===== src/rtl/period_cnt.sv =====
// Programmable-period up-counter with sticky wrap flag.
// Timebase for PWM: counts 0..top inclusive, free-run or one-shot.
module period_cnt #(
  parameter int unsigned width = 32
) (
  input  logic             clk,
  input  logic             rst,
  input  logic [width-1:0] top,
  input  logic             clr_it,
  input  logic             start,
  input  logic             freerun,
  output logic [width-1:0] cnt,
  output logic             it
);

  logic [width-1:0] cnt_q, cnt_d;
  logic             it_q, it_d;
  logic             run_q, run_d;
  logic             active;
  logic             wrap;

  assign active = freerun ? start : (run_q | start);
  // >= so a lowered top below the live count wraps at once
  assign wrap   = active && (cnt_q >= top);

  always_comb begin
    cnt_d = cnt_q;
    run_d = run_q;
    it_d  = it_q;
    if (active) begin
      cnt_d = wrap ? '0 : cnt_q + width'(1);
      run_d = !wrap;
    end
    if (wrap) begin
      it_d = 1'b1;
    end else if (clr_it) begin
      it_d = 1'b0;
    end
  end

  always_ff @(posedge clk) begin
    if (rst) begin
      cnt_q <= '0;
      it_q  <= 1'b0;
      run_q <= 1'b0;
    end else begin
      cnt_q <= cnt_d;
      it_q  <= it_d;
      run_q <= run_d;
    end
  end

  assign cnt = cnt_q;
  assign it  = it_q;

endmodule


===== config.mk =====
export PLATFORM = sky130hd
export DESIGN_NAME = period_cnt
export DESIGN_NICKNAME = d
export VERILOG_FILES = /design/src/rtl/period_cnt.sv
export SDC_FILE = /design/constraint.sdc
export NUM_CORES = 1
export LEC_CHECK = 0
export ABC_CLOCK_PERIOD_IN_PS = 4100
export CORE_MARGIN = 3
export CORE_UTILIZATION = 52
export CTS_CLUSTER_SIZE = 12
export DETAILED_ROUTE_END_ITERATION = 10
export PLACE_DENSITY = 0.87
export SYNTH_ARGS = -nofsm -noshare
export SYNTH_HDL_FRONTEND = slang
export SYNTH_SLANG_ARGS = --single-unit

===== constraint.sdc =====
create_clock -name clk -period 4.1 [get_ports clk]
set_input_delay 1.025 -clock clk [delete_from_list [all_inputs] [get_ports clk]]
set_output_delay 1.025 -clock clk [all_outputs]
set_load 0.02 [all_outputs]

==> metrics.yaml <==
htree_num_levels: 2
routed_via_density: 5.44
insertion_delay_ns: 0.29
status: "complete, no violations"
final-seq-area_sq_um: 681
syn_avg_cell_area_sq_um: 8.39
fin_area_sq_um: 3240
path_depth: 10
rsz0062_at_grt: "false"
fin_crit_sh_pct: 86.3
critPathMaxStageDelay_ns: 0.48
worstSetupStartpointType: "input pin"
dr_total_vias: 2232
rr_worst_depth: 8
drv_slew: 0
grtUsageTotal_pct: 22.4
antenna_found_initial: 0
numCtsBuffers: 5
boundaryPins: 70
rr_startpoint: "cnt[29]$_SDFFE_PP0P_"
tightest_slew_ns: 0.709
dp_hpwl_microns: 4540
intPower_uw: 564
crit_family: "simple AND/OR/NAND/NOR gates"
yosysSeqAreaShare_pct: 28.5
rows: 24
synth_top_flop_cell: "dfxtp_1"
yosysWarnings: 0
hold_path.class: "reg -> reg"
drt_iter0_markers: 124
grt_start_max_net_pins: 20
die_x_microns: 73.8
cts_sinks: 34
hold_buffers: 0
ant_nets: 0
synthesis.area_sq_um: 2390
initial_core_util_pct: 54.6
synth_edf_count: 0
hold_violations: 0
p_switching_uw: 172
critPathCapture: "cnt[12]$_SDFFE_PP0P_"
power.leakage_nw: 1.34
skew_ns: 0.00656
worstPathArrival_ns: 3.69
ir_drop_mv: 0.204
clk_pin_slew_ns: 0.07
drt-total-wl_microns: 5790
fin_nets: 427
drc: 0
io_buffers: 69
die_h_microns: 73.8
syn_inst: 285
crit_slowest_cell: "nor4_1"
core_area_sq_um: 4380
async_reset_ff_share_pct: 0
ys_seq_elements: 34
swShare_pct: 23.4
r2r_end: "cnt[12]$_SDFFE_PP0P_"
worstPathCellList: "clkdlybuf4s50_1 > inv_1 > ha_1 > nand4_1 > nor4_1 > nor3b_1 > a22oi_1 > a21oi_2 > buf_4 > nor3_1"
power_density_nw_per_um2: 227
finalCriticalPeriod_ns: 3.54
seqPwrFrac_pct: 45.8
syn_nets: 355
path_max_fanout: 17
wl_per_cell_microns: 14.1
critPathCaptureType: "flip-flop"
place.gp.congestion: 0.814
die_area_sq_um: 5450
grt_pass1_vias: 2174
cts_resized: 0
setup_viol: 0
power_frac_clock_pct: 42.5
startpoint: "top[30]"
cts_root_buf: "clkbuf_8"
cts_tree: "built"
antennaDiodeCount: 0
relSlewSlack_pct: 52.6
cts_buffer_depth: 2
yosysUniqueCellTypes: 44
max_freq_ghz: 0.283
overflow: 0
drive_above_1_share_pct: 6.70
area_growth_pct: 35.3
path_buf_inv: 3
critPathKind: "in -> reg"
cts_setup_buffers: 0
final.setup.tns_ns: 0
multi_input_area_sq_um: 1520
cap_violations: 0
cp.required_ns: 4.25
firstDrtPassIters: 4
r2r_setup_slack_ns: 1.42
post_dp_cell_area_sq_um: 3120
fillers: 333
pwr-share-comb_pct: 11.7
grt_pass1_wl_microns: 9580
-- registers in the layout, indices dropped and copies added, names as in the netlist --
name	flops
cnt	32
it	1
run_q	1
-- routing by layer --
layer | vias up | GRT usage [%] | wire (microns)
li1 | 1140 | - | -
met1 | 1023 | 29.8 | 2640
met2 | 60 | 36.2 | 2790
met3 | 9 | 4.51 | 268
met4 | 0 | 7.04 | 93
met5 | - | 0 | 0
-- worst reg2reg max path, delay by kind of cell, from the launching register on --
family | cells | cell delay [ns]
DFF | 1 | 0.36
AOI/OAI and AO/OA | 2 | 0.58
and+or+nand+nor | 4 | 0.97
adders and majority gates | 1 | 0.32
buffers and inverters | 1 | 0.31
-- placed cells by master (no fill, tap or decap), types with 3 or more instances in the layout --
master and instances:
clkdlybuf4s50_1 69, inv_1 38, dfxtp_1 34, ha_1 33
nor3_1 30, xnor2_1 18, nand2_1 17, nor2_1 14
a21oi_1 13, nand3_1 11, xor2_1 11, nand4_1 8
nor3_2 7, clkbuf_8 5, o211ai_1 4, a21o_1 3
nor4_1 3, and3_1 3, buf_4 3
-- power groups by stage --
stage	combinational [mW]	clock [mW]	sequential, mW
3_3_place_gp	0.0823	0	0.344
4_1_cts	0.0863	0.314	0.337
5_1_grt	0.0955	0.332	0.337
6_report	0.0859	0.313	0.337
2_1_floorplan	0.0355	0	0.346
3_5_place_dp	0.0847	0	0.344
-- per-stage QoR --
stage	hold WS (ns)	std cells	util (%)	setup slack [ns]	total power, mW
2_1_floorplan	0.465	285	-	1.34	0.381
3_3_place_gp	0.484	402	71.2	0.418	0.426
3_5_place_dp	0.490	402	71.2	0.288	0.429
4_1_cts	0.505	410	73.8	0.571	0.737
5_1_grt	0.547	410	73.8	0.478	0.764
6_report	0.509	410	73.8	0.561	0.736
-- synthesized netlist by cell type (2+ instances only) --
master,count,area share [%]
nand4_1,8,2.1
nor4_1,3,0.78
buf_6,3,1.4
nand2_1,17,2.7
xor2_1,11,4.0
ha_1,33,17
nor3_2,7,2.9
nor3b_1,2,0.63
dfxtp_1,34,28
a21oi_1,13,2.7
nand3_1,11,2.3
o21ai_0,2,0.42
nor2_1,14,2.2
nor3_1,30,6.3
o211ai_1,4,1.3
clkbuf_1,3,0.47
a21o_1,3,0.94
and4_4,2,0.94
inv_1,38,6.0
nor2b_1,2,0.52
and4_1,2,0.73
xnor2_1,18,6.6
nand2b_1,2,0.52
and3_1,3,0.78
-- layout make-up --
class                   count  area share [%]
inverters                  38            4.41
well taps                  52            2.01
flip-flops and latches     34            21.0
multi-input cells         206            47.0
repair buffers             72            22.0
clock buffers               5            2.13
clock inverters             3            1.39
-- worst min path at each step --
| stage | start | depth (start not counted) | slack (ns) | to |
|---|---|---|---|---|
| floorplan | run_q$_SDFFE_PP0P_ | 2 | 0.46 | run_q$_SDFFE_PP0P_ |
| global placement | run_q$_SDFFE_PP0P_ | 2 | 0.48 | run_q$_SDFFE_PP0P_ |
| detailed placement | run_q$_SDFFE_PP0P_ | 2 | 0.49 | run_q$_SDFFE_PP0P_ |
| CTS | run_q$_SDFFE_PP0P_ | 2 | 0.50 | run_q$_SDFFE_PP0P_ |
| global route | run_q$_SDFFE_PP0P_ | 2 | 0.55 | run_q$_SDFFE_PP0P_ |
| finish | run_q$_SDFFE_PP0P_ | 2 | 0.51 | run_q$_SDFFE_PP0P_ |
-- cells by family after synthesis --
kind of cell             Yosys count  synth area share, %
adder cells (fa/ha/maj)           33                 17.3
AO/OA/AOI/OAI                     34                 9.41
flip-flops                        34                 28.5
AND/OR/NAND/NOR                  110                 26.3
buffers and inverters             45                 8.00
XOR/XNOR                          29                 10.6
(Power assumes the default switching activity.)
